==> src/rtl/sprite_pkg.sv <==
// Shared types for the sprite compositor: colour words, direction frame encoding, RGB split.
package sprite_pkg;

  typedef logic [23:0] rgb_t;

  localparam rgb_t KeyRgbDefault = 24'hFF0000;

  typedef enum logic [1:0] {
    DirUp    = 2'd0,
    DirRight = 2'd1,
    DirLeft  = 2'd2,
    DirDown  = 2'd3
  } dir_e;

  typedef struct packed {
    logic [7:0] r;
    logic [7:0] g;
    logic [7:0] b;
  } rgb_split_t;

  function automatic rgb_split_t split_rgb(input rgb_t c);
    rgb_split_t s;
    s.r = c[23:16];
    s.g = c[15:8];
    s.b = c[7:0];
    return s;
  endfunction

endpackage

==> src/rtl/sprite_hit_addr.sv <==
// Per-sprite hit test and ROM address generation; registers both (pipeline stage S0).
module sprite_hit_addr #(
  parameter int unsigned SPR_W   = 32,
  parameter int unsigned SPR_H   = 32,
  parameter int unsigned FRAME_W = 2,
  localparam int unsigned XB     = $clog2(SPR_W),
  localparam int unsigned YB     = $clog2(SPR_H),
  localparam int unsigned ADDR_W = FRAME_W + XB + YB
) (
  input  logic               Clk,
  input  logic               Reset,
  input  logic               en_i,
  input  logic               pix_valid_i,
  input  logic [9:0]         draw_x_i,
  input  logic [9:0]         draw_y_i,
  input  logic [9:0]         x_i,
  input  logic [9:0]         y_i,
  input  logic [FRAME_W-1:0] frame_i,
  output logic               hit_o,
  output logic [ADDR_W-1:0]  addr_o
);

  logic [10:0]       x_end, y_end;
  logic              in_x, in_y, hit_d;
  logic [XB-1:0]     dx;
  logic [YB-1:0]     dy;
  logic [ADDR_W-1:0] addr_d;
  logic              hit_q;
  logic [ADDR_W-1:0] addr_q;

  // 11-bit compare so a sprite hanging off the right/bottom edge does not wrap to 0
  always_comb begin
    x_end  = {1'b0, x_i} + 11'(SPR_W);
    y_end  = {1'b0, y_i} + 11'(SPR_H);
    in_x   = ({1'b0, draw_x_i} >= {1'b0, x_i}) && ({1'b0, draw_x_i} < x_end);
    in_y   = ({1'b0, draw_y_i} >= {1'b0, y_i}) && ({1'b0, draw_y_i} < y_end);
    dx     = XB'(draw_x_i - x_i);
    dy     = YB'(draw_y_i - y_i);
    hit_d  = en_i & pix_valid_i & in_x & in_y;
    addr_d = hit_d ? {frame_i, dy, dx} : '0;
  end

  always_ff @(posedge Clk or posedge Reset) begin
    if (Reset) begin
      hit_q  <= 1'b0;
      addr_q <= '0;
    end else begin
      hit_q  <= hit_d;
      addr_q <= addr_d;
    end
  end

  assign hit_o  = hit_q;
  assign addr_o = addr_q;

endmodule

==> src/rtl/sprite_compositor.sv <==
// N-sprite pixel compositor: priority select of opaque sprite pixels over background,
// plus per-frame sprite collision flags. Fixed latency 2+ROM_LAT, one pixel per cycle.
module sprite_compositor
  import sprite_pkg::*;
#(
  parameter int unsigned N_SPR   = 4,
  parameter int unsigned SPR_W   = 32,
  parameter int unsigned SPR_H   = 32,
  parameter int unsigned FRAME_W = 2,
  parameter int unsigned ROM_LAT = 1,
  parameter rgb_t        KEY_RGB = KeyRgbDefault,
  localparam int unsigned ADDR_W = FRAME_W + $clog2(SPR_W) + $clog2(SPR_H)
) (
  input  logic                           Clk,
  input  logic                           Reset,
  input  logic                           frame_start,
  input  logic                           pix_valid_i,
  input  logic [9:0]                     DrawX,
  input  logic [9:0]                     DrawY,
  input  logic [23:0]                    bg_rgb,
  input  logic [N_SPR-1:0]               spr_en,
  input  logic [N_SPR-1:0][9:0]          spr_x,
  input  logic [N_SPR-1:0][9:0]          spr_y,
  input  logic [N_SPR-1:0][FRAME_W-1:0]  spr_frame,
  output logic [N_SPR-1:0][ADDR_W-1:0]   rom_addr,
  input  logic [N_SPR-1:0][23:0]         rom_data,
  output logic [7:0]                     VGA_R,
  output logic [7:0]                     VGA_G,
  output logic [7:0]                     VGA_B,
  output logic                           pix_valid_o,
  output logic [N_SPR-1:0]               collide_o,
  output logic                           collide_vld
);

  logic [N_SPR-1:0] hit_s0;

  for (genvar i = 0; i < N_SPR; i++) begin : g_spr
    sprite_hit_addr #(
      .SPR_W   (SPR_W),
      .SPR_H   (SPR_H),
      .FRAME_W (FRAME_W)
    ) u_hit (
      .Clk         (Clk),
      .Reset       (Reset),
      .en_i        (spr_en[i]),
      .pix_valid_i (pix_valid_i),
      .draw_x_i    (DrawX),
      .draw_y_i    (DrawY),
      .x_i         (spr_x[i]),
      .y_i         (spr_y[i]),
      .frame_i     (spr_frame[i]),
      .hit_o       (hit_s0[i]),
      .addr_o      (rom_addr[i])
    );
  end

  // Hits lag the S0 register by ROM_LAT; bg/valid also include the S0 stage itself
  logic [N_SPR-1:0] hit_dl_q [ROM_LAT];
  rgb_t             bg_dl_q  [ROM_LAT+1];
  logic [ROM_LAT:0] pv_dl_q;

  always_ff @(posedge Clk or posedge Reset) begin
    if (Reset) begin
      for (int k = 0; k < ROM_LAT; k++) hit_dl_q[k] <= '0;
      for (int k = 0; k <= ROM_LAT; k++) bg_dl_q[k] <= '0;
      pv_dl_q <= '0;
    end else begin
      hit_dl_q[0] <= hit_s0;
      for (int k = 1; k < ROM_LAT; k++) hit_dl_q[k] <= hit_dl_q[k-1];
      bg_dl_q[0] <= bg_rgb;
      for (int k = 1; k <= ROM_LAT; k++) bg_dl_q[k] <= bg_dl_q[k-1];
      pv_dl_q <= {pv_dl_q[ROM_LAT-1:0], pix_valid_i};
    end
  end

  logic [N_SPR-1:0] hit_d, opaque, contrib, acc_d, acc_q, collide_q;
  logic [3:0]       n_opaque;
  rgb_t             bg_d, pix;
  logic             pv_d, vld_q;
  rgb_split_t       vga_q;

  assign hit_d = hit_dl_q[ROM_LAT-1];
  assign bg_d  = bg_dl_q[ROM_LAT];
  assign pv_d  = pv_dl_q[ROM_LAT];

  always_comb begin
    opaque   = '0;
    n_opaque = '0;
    pix      = bg_d;
    for (int i = 0; i < N_SPR; i++) begin
      opaque[i] = hit_d[i] && (rom_data[i] != KEY_RGB);
      n_opaque  = n_opaque + 4'(opaque[i]);
    end
    // Scan high to low so the lowest opaque index lands last and wins
    for (int i = N_SPR - 1; i >= 0; i--) begin
      if (opaque[i]) pix = rom_data[i];
    end
    if (!pv_d) pix = '0;
    contrib = (n_opaque >= 4'd2) ? opaque : '0;
    // The overlap seen on the frame_start cycle belongs to the new frame
    acc_d   = frame_start ? contrib : (acc_q | contrib);
  end

  always_ff @(posedge Clk or posedge Reset) begin
    if (Reset) begin
      vga_q       <= '0;
      pix_valid_o <= 1'b0;
      acc_q       <= '0;
      collide_q   <= '0;
      vld_q       <= 1'b0;
    end else begin
      vga_q       <= split_rgb(pix);
      pix_valid_o <= pv_d;
      acc_q       <= acc_d;
      vld_q       <= frame_start;
      if (frame_start) collide_q <= acc_q;
    end
  end

  assign VGA_R       = vga_q.r;
  assign VGA_G       = vga_q.g;
  assign VGA_B       = vga_q.b;
  assign collide_o   = collide_q;
  assign collide_vld = vld_q;

endmodule
==> config.mk <==
export PLATFORM = sky130hd
export DESIGN_NAME = sprite_compositor
export DESIGN_NICKNAME = d
export VERILOG_FILES = /design/src/rtl/sprite_pkg.sv /design/src/rtl/sprite_hit_addr.sv /design/src/rtl/sprite_compositor.sv
export SDC_FILE = /design/constraint.sdc
export NUM_CORES = 1
export LEC_CHECK = 0
export CORE_MARGIN = 4
export CORE_UTILIZATION = 35
export CTS_CLUSTER_SIZE = 30
export DETAILED_ROUTE_END_ITERATION = 16
export PLACE_DENSITY = 0.69
export SETUP_SLACK_MARGIN = 0.05
export SLEW_MARGIN = 20
export SYNTH_ARGS = -nofsm -noshare
export SYNTH_HDL_FRONTEND = slang
export SYNTH_SLANG_ARGS = --single-unit
==> constraint.sdc <==
create_clock -name Clk -period 4.5 [get_ports Clk]
set_input_delay 0.9 -clock Clk [delete_from_list [all_inputs] [get_ports Clk]]
set_output_delay 0.9 -clock Clk [all_outputs]
set_load 0.02 [all_outputs]
Yosys cells after proc, flatten, opt, wreduce, memory -nomap -nowiden
Index checks and enable logic that the tools add are counted.
Storage, ports and cells
  word-level logic and storage cells: 95
  register bits after elaboration: 140
Cells by class
  equal/unequal tests: 4
  bitwise gates (word level): 13
  add/subtract/negate cells: 19
  muxes and demuxes: 11
  reduce and logical (&&, ||, !) cells: 12
  order comparisons: 17
Operator list (number)
  $mux W24: 5
  $ne A24 B24 Y1 const B: 4
  $add A10 B6 Y11 const B: 8
  $lt A10 B11 Y1: 8
  $ge A10 B10 Y1: 8
  $mux W12: 4
  $sub A5 B5 Y5: 8
  $and A1 B1 Y1: 12
  $logic_and A1 B1 Y1: 12
  $mux W4: 2
  $add A3 B1 Y4: 1
  $ge A4 B2 Y1 const B: 1
  $or A4 B4 Y4: 1
  $add A2 B1 Y3: 1
  $add A1 B1 Y2: 1

Longest topological paths before layout
  depth after elaboration: 9
  depth in mapped cells: 11
  mapped depth without buffers: 10

By module
From an unflattened synthesis, not the netlist that was laid out.
Unflattened totals
  cells, all modules: 1024
  area total of the unflattened synthesis: 10167.3 um^2
By module, submodules not included
  sprite_compositor: area an instance 3866.2 um^2, cells each 322, instances 1, seq. area each 2202.1 um^2
  sprite_hit_addr (g_spr[0].u_hit ...): area an instance 1570.3 um^2, cells each 175, instances 2, seq. area each 325.3 um^2
  sprite_hit_addr (g_spr[3].u_hit): area an instance 1610.3 um^2, cells each 178, instances 1, seq. area each 325.3 um^2
  sprite_hit_addr (g_spr[1].u_hit): area an instance 1550.2 um^2, cells each 174, instances 1, seq. area each 325.3 um^2

Least setup slack after synthesis
Ideal clock, no wire load.
  kind: input to register
  start point: in rom_data[0] (netlist bit)
  end point: reg acc_q[3]
  stages: 9
  data required time: 4.359 ns
  slack: 1.308 ns
  arrival: 3.051 ns
  library setup time: 0.141 ns
  path through: or4b_2 nor4_1 nand3_1 nand2_1 clkbuf_1 inv_1 fa_1 a21oi_1 o22ai_1
On the way
  word-level cells in the longest chain between the ends: 9
RTL lines
  start, declared: line sprite_compositor.sv:26  | input logic [N_SPR-1:0][23:0] rom_data,
  $ne A24 B24 Y1 *: line sprite_compositor.sv:91  | opaque[i] = hit_d[i] && (rom_data[i] != KEY_RGB);
  $logic_and A1 B1 Y1 *: line sprite_compositor.sv:91
  $add A1 B1 Y2 *: line sprite_compositor.sv:92  | n_opaque = n_opaque + 4'(opaque[i]);
  $add A2 B1 Y3 *: line sprite_compositor.sv:92
  $add A3 B1 Y4 *: line sprite_compositor.sv:92
  $ge A4 B2 Y1 *: line sprite_compositor.sv:99  | contrib = (n_opaque >= 4'd2) ? opaque : '0;
  $mux W4 *: line sprite_compositor.sv:99
  $or A4 B4 Y4: line sprite_compositor.sv:101  | acc_d = frame_start ? contrib : (acc_q | contrib);
  $mux W4 *: line sprite_compositor.sv:101
  named net acc_d[3]: line sprite_compositor.sv:76  | logic [N_SPR-1:0] hit_d, opaque, contrib, acc_d, acc_q, collide_q;
  end signal, assigned: line sprite_compositor.sv:108  | acc_q <= '0;
  end signal, assigned: line sprite_compositor.sv:114  | acc_q <= acc_d;
  end, declared: line sprite_compositor.sv:76
Mark *: on every way through the listed nets, which the timed path passes. The rest lies on a longest branch.
A chain may end at the register's enable or synchronous reset.

Worst setup path after layout
  start point: in DrawY[1]
  end point: reg g_spr[2].u_hit.addr_q[3]
On the way
  word-level cells in the longest chain between the ends: 4
  elaborated cells between the ends (all ways): 5
  those cells by class: 2 x order compare; 1 x mux; 1 x bitwise; 1 x reduce/logical
RTL lines
  start, declared: line sprite_compositor.sv:19  | input logic [9:0] DrawY,
  $lt A10 B11 Y1 or $ge A10 B10 Y1 (tied branches): line sprite_hit_addr.sv:36  | in_y = ({1'b0, draw_y_i} >= {1'b0, y_i}) && ({1'b0, draw_y_i} < y_end);
  $logic_and A1 B1 Y1 *: line sprite_hit_addr.sv:36
  $and A1 B1 Y1 *: line sprite_hit_addr.sv:39  | hit_d = en_i & pix_valid_i & in_x & in_y;
  $mux W12 *: line sprite_hit_addr.sv:40  | addr_d = hit_d ? {frame_i, dy, dx} : '0;
  named net g_spr[2].u_hit.addr_d[3]: line sprite_hit_addr.sv:27  | logic [ADDR_W-1:0] addr_d;
  end signal, assigned: line sprite_hit_addr.sv:49  | addr_q <= addr_d;
  end, declared: line sprite_hit_addr.sv:29  | logic [ADDR_W-1:0] addr_q;
Marked as above.

==> flow_summary.ini <==
[critical_path]
cp-end-kind = register
cp_cell_sequence = clkdlybuf4s50_1, fa_1, a21o_1, a21oi_1, a32oi_1, a2111oi_0, or4_1, a211oi_1
crit_slowest_cell = a2111oi_0
crit_family = compound AO/OA/AOI/OAI gates
crit_type = in -> reg
slowest_delay_ns = 0.89
startpoint_type = input port
cp_data_required_time_ns = 4.77
critPathMaxFanout = 13
crit_buf_inv = 1
crit_arrival_ns = 4.28

[power_and_ir_drop]
p_leak_nw = 6.05
peakVddDrop_uv = 235
intPower_mw = 2.67
power.switching_mw = 1.04
power_density_nw_per_um2 = 279
combPwrFrac = 0.242
clkPwrFrac = 0.401
p_sw_frac = 0.279
power_frac_seq = 0.357

[synthesis]
synthSimpleGateAreaFrac = 0.119
ys_warn_count = 0
syn_inst = 921
synthAdderAreaFrac = 0.195
syn_area_um2 = 9140
syn-num-nets = 1294
ys_types = 65
async_reset_ff_frac = 1.00
synth_edf_count = 0
ys.flop_type = dfrtp_1
muxShareOfSynthArea = 0.0137
synth-seq-cells = 140
synth-seq-area-share = 0.383
synth_top_family_by_area = adder cells
synth-xor-area-share = 0.0402
synth.avg_cell_area_um2 = 9.93
synth_compound_area_frac = 0.185

[clock_tree]
post_cts_buffers = 0
holdBufCountCts = 0
cts.repair.resized = 0
root_buffer = clkbuf_16
tritoncts = yes
clk_pin_slew_ns = 0.07
clk_latency_ns = 0.41
ctsHtreeMaxLevel = 4
cts_buffers = 17
clock_path_buffers = 2
cts.sinks = 140

[drt]
viasPerCell = 5.20
ant_nets = 0
drt_iter0_markers = 510
wire_per_inst_um = 18.9
post-route-drc-count = 0
vias = 8220
first_pass_iters = 5
routed_wl_um = 29900

[sta]
slew_headroom = 0.339
rsz0062_at_grt = no
hold_viol = 0
period_share = 0.892
fin_worst_skew_ns = 0.0123
worst_slew_pin_slew_ns = 0.966
max_freq_ghz = 0.249
final-max-slew-violation-count = 0
setup_tns_ns = 0
period_needed_ns = 4.01
finalSetupViolCount = 0

[min_path]
hp-class = reg -> reg

[floorplan]
die_height_um = 170
io_pins = 314
rows = 58
initial_utilization = 0.359
dieArea_um2 = 28800
die_width_um = 170
core_area_um2 = 25500

[finish]
utilization = 0.522
drive_gt1_frac = 0.0464
num-nets-final = 1611
area_growth_pct = 45.4
antennaDiodeCount = 0

[grt]
grt_pass1_vias = 8699
grt_use_total = 0.206
antenna_found_initial = 2
grt_max_degree = 89
grt_pass1_wl_um = 46600
overflow = 0

[placed_design]
hpwl_um = 24500
portBuffers = 313
gp_congestion = 0.900

[job]
max_cap_violations = 0

[run_status]
status = completed
[kinds of logic (layout without fill, tap and decap cells)]
kind of cell / count (synthesis) / in the layout
AOI/OAI and AO/OA: 239 / 239
and+or+nand+nor: 206 / 206
buffers and inverters: 145 / 475
DFF: 140 / 140
adders and majority gates: 137 / 137
xor gates and xnor gates: 42 / 42
muxes: 12 / 12
[cells in the mapped netlist, types with 3 or more instances]
cell / instances / share of area
nand3_1: 23 / 0.013
o21a_1: 9 / 0.0074
a211oi_1: 7 / 0.0057
clkbuf_1: 19 / 0.0078
and3_1: 3 / 0.0021
nand2b_1: 4 / 0.0027
nand4_1: 10 / 0.0068
o31a_1: 4 / 0.0038
o21ai_0: 49 / 0.027
fa_1: 9 / 0.020
mux2_2: 4 / 0.0049
nor4b_1: 6 / 0.0057
mux2i_1: 8 / 0.0088
nor2_1: 38 / 0.016
a211o_1: 11 / 0.011
buf_2: 5 / 0.0027
o22ai_1: 4 / 0.0027
xor2_1: 6 / 0.0057
nor2b_1: 11 / 0.0075
a21o_1: 22 / 0.018
nor4_1: 14 / 0.0096
dfrtp_1: 140 / 0.38
a21oi_1: 31 / 0.017
o2111ai_1: 6 / 0.0057
o31ai_1: 3 / 0.0025
a221o_1: 17 / 0.019
a41oi_1: 4 / 0.0038
a2111oi_0: 3 / 0.0029
a31oi_1: 28 / 0.019
and4_1: 3 / 0.0029
xnor2_1: 36 / 0.034
o211ai_1: 21 / 0.017
inv_1: 116 / 0.048
or4_1: 5 / 0.0041
nor3b_1: 8 / 0.0066
nand2_1: 43 / 0.018
ha_1: 128 / 0.18
nor3_1: 28 / 0.015
[power by group through the flow]
stage                     clock (mW)  combinational, mW  sequential (mW)
after global routing            1.58              0.995             1.33
after detailed placement           0              0.896             1.35
after floorplan                    0              0.430             1.37
after global placement             0              0.884             1.35
final                           1.49              0.898             1.32
after CTS                       1.53              0.903             1.32
[sequential cells by signal, summed over array words and instances (netlist names), 2 cells and up]
name	cells
g_spr.u_hit.addr_o	48
g_spr.u_hit.hit_o	4
VGA_R	8
VGA_G	8
bg_d	24
pv_dl_q	2
acc_q	4
collide_o	4
hit_d	4
bg_dl_q	24
VGA_B	8
[layout make-up]
cell class,instances,area (µm²)
timing repair buffer,326,3240
fill,2317,12200
tap,330,413
clock buffer,19,443
multi-input combinational,636,5070
clock inverter,13,181
inverter,117,443
sequential,140,3500
[final timing paths]
check / depth (start not counted) / from / endpoint / slack [ns]
max in group asynchronous: 3 / Reset / bg_dl_q[45] / 2.83
setup reg to reg: 5 / hit_d[1] / acc_q[0] / 2.52
min in group asynchronous: 2 / Reset / g_spr[2].u_hit.addr_o[8] / 0.83
setup / recovery: 8 / DrawY[1] / g_spr[2].u_hit.addr_o[3] / 0.49
hold reg to reg: 0 / bg_dl_q[41] / bg_d[17] / 0.34
hold / removal: 0 / bg_dl_q[41] / bg_d[17] / 0.34
[cells in the final DEF (no fill, tap or decap), types with 28 or more instances in the layout]
| master | n |
|---|---|
| clkdlybuf4s50_1 | 313 |
| inv_1 | 115 |
| nor2_1 | 38 |
| nor3_1 | 28 |
| dfrtp_1 | 140 |
| a21oi_1 | 31 |
| o21ai_0 | 48 |
| ha_1 | 128 |
| xnor2_1 | 36 |
| nand2_1 | 43 |
| a31oi_1 | 28 |
[per-layer routing]
layer  track usage  share of wire
met5             0        0.00070
met4        0.0679          0.026
met3        0.0631          0.086
met2         0.350           0.47
met1         0.249           0.42
[stage by stage]
step / std cells / power [mW] / hold slack [ns] / cell area [µm²] / setup WS (ns)
global route: 1581 / 3.91 / 0.354 / 13300 / 0.356
floorplan: 921 / 1.80 / 0.331 / 9150 / 1.31
detailed placement: 1549 / 2.24 / 0.335 / 12700 / -0.0674
global placement: 1549 / 2.23 / 0.334 / 12700 / -0.0355
finish: 1581 / 3.71 / 0.345 / 13300 / 0.485
CTS: 1581 / 3.75 / 0.344 / 13300 / 0.388
No activity file was read; power rests on OpenSTA's default activity.
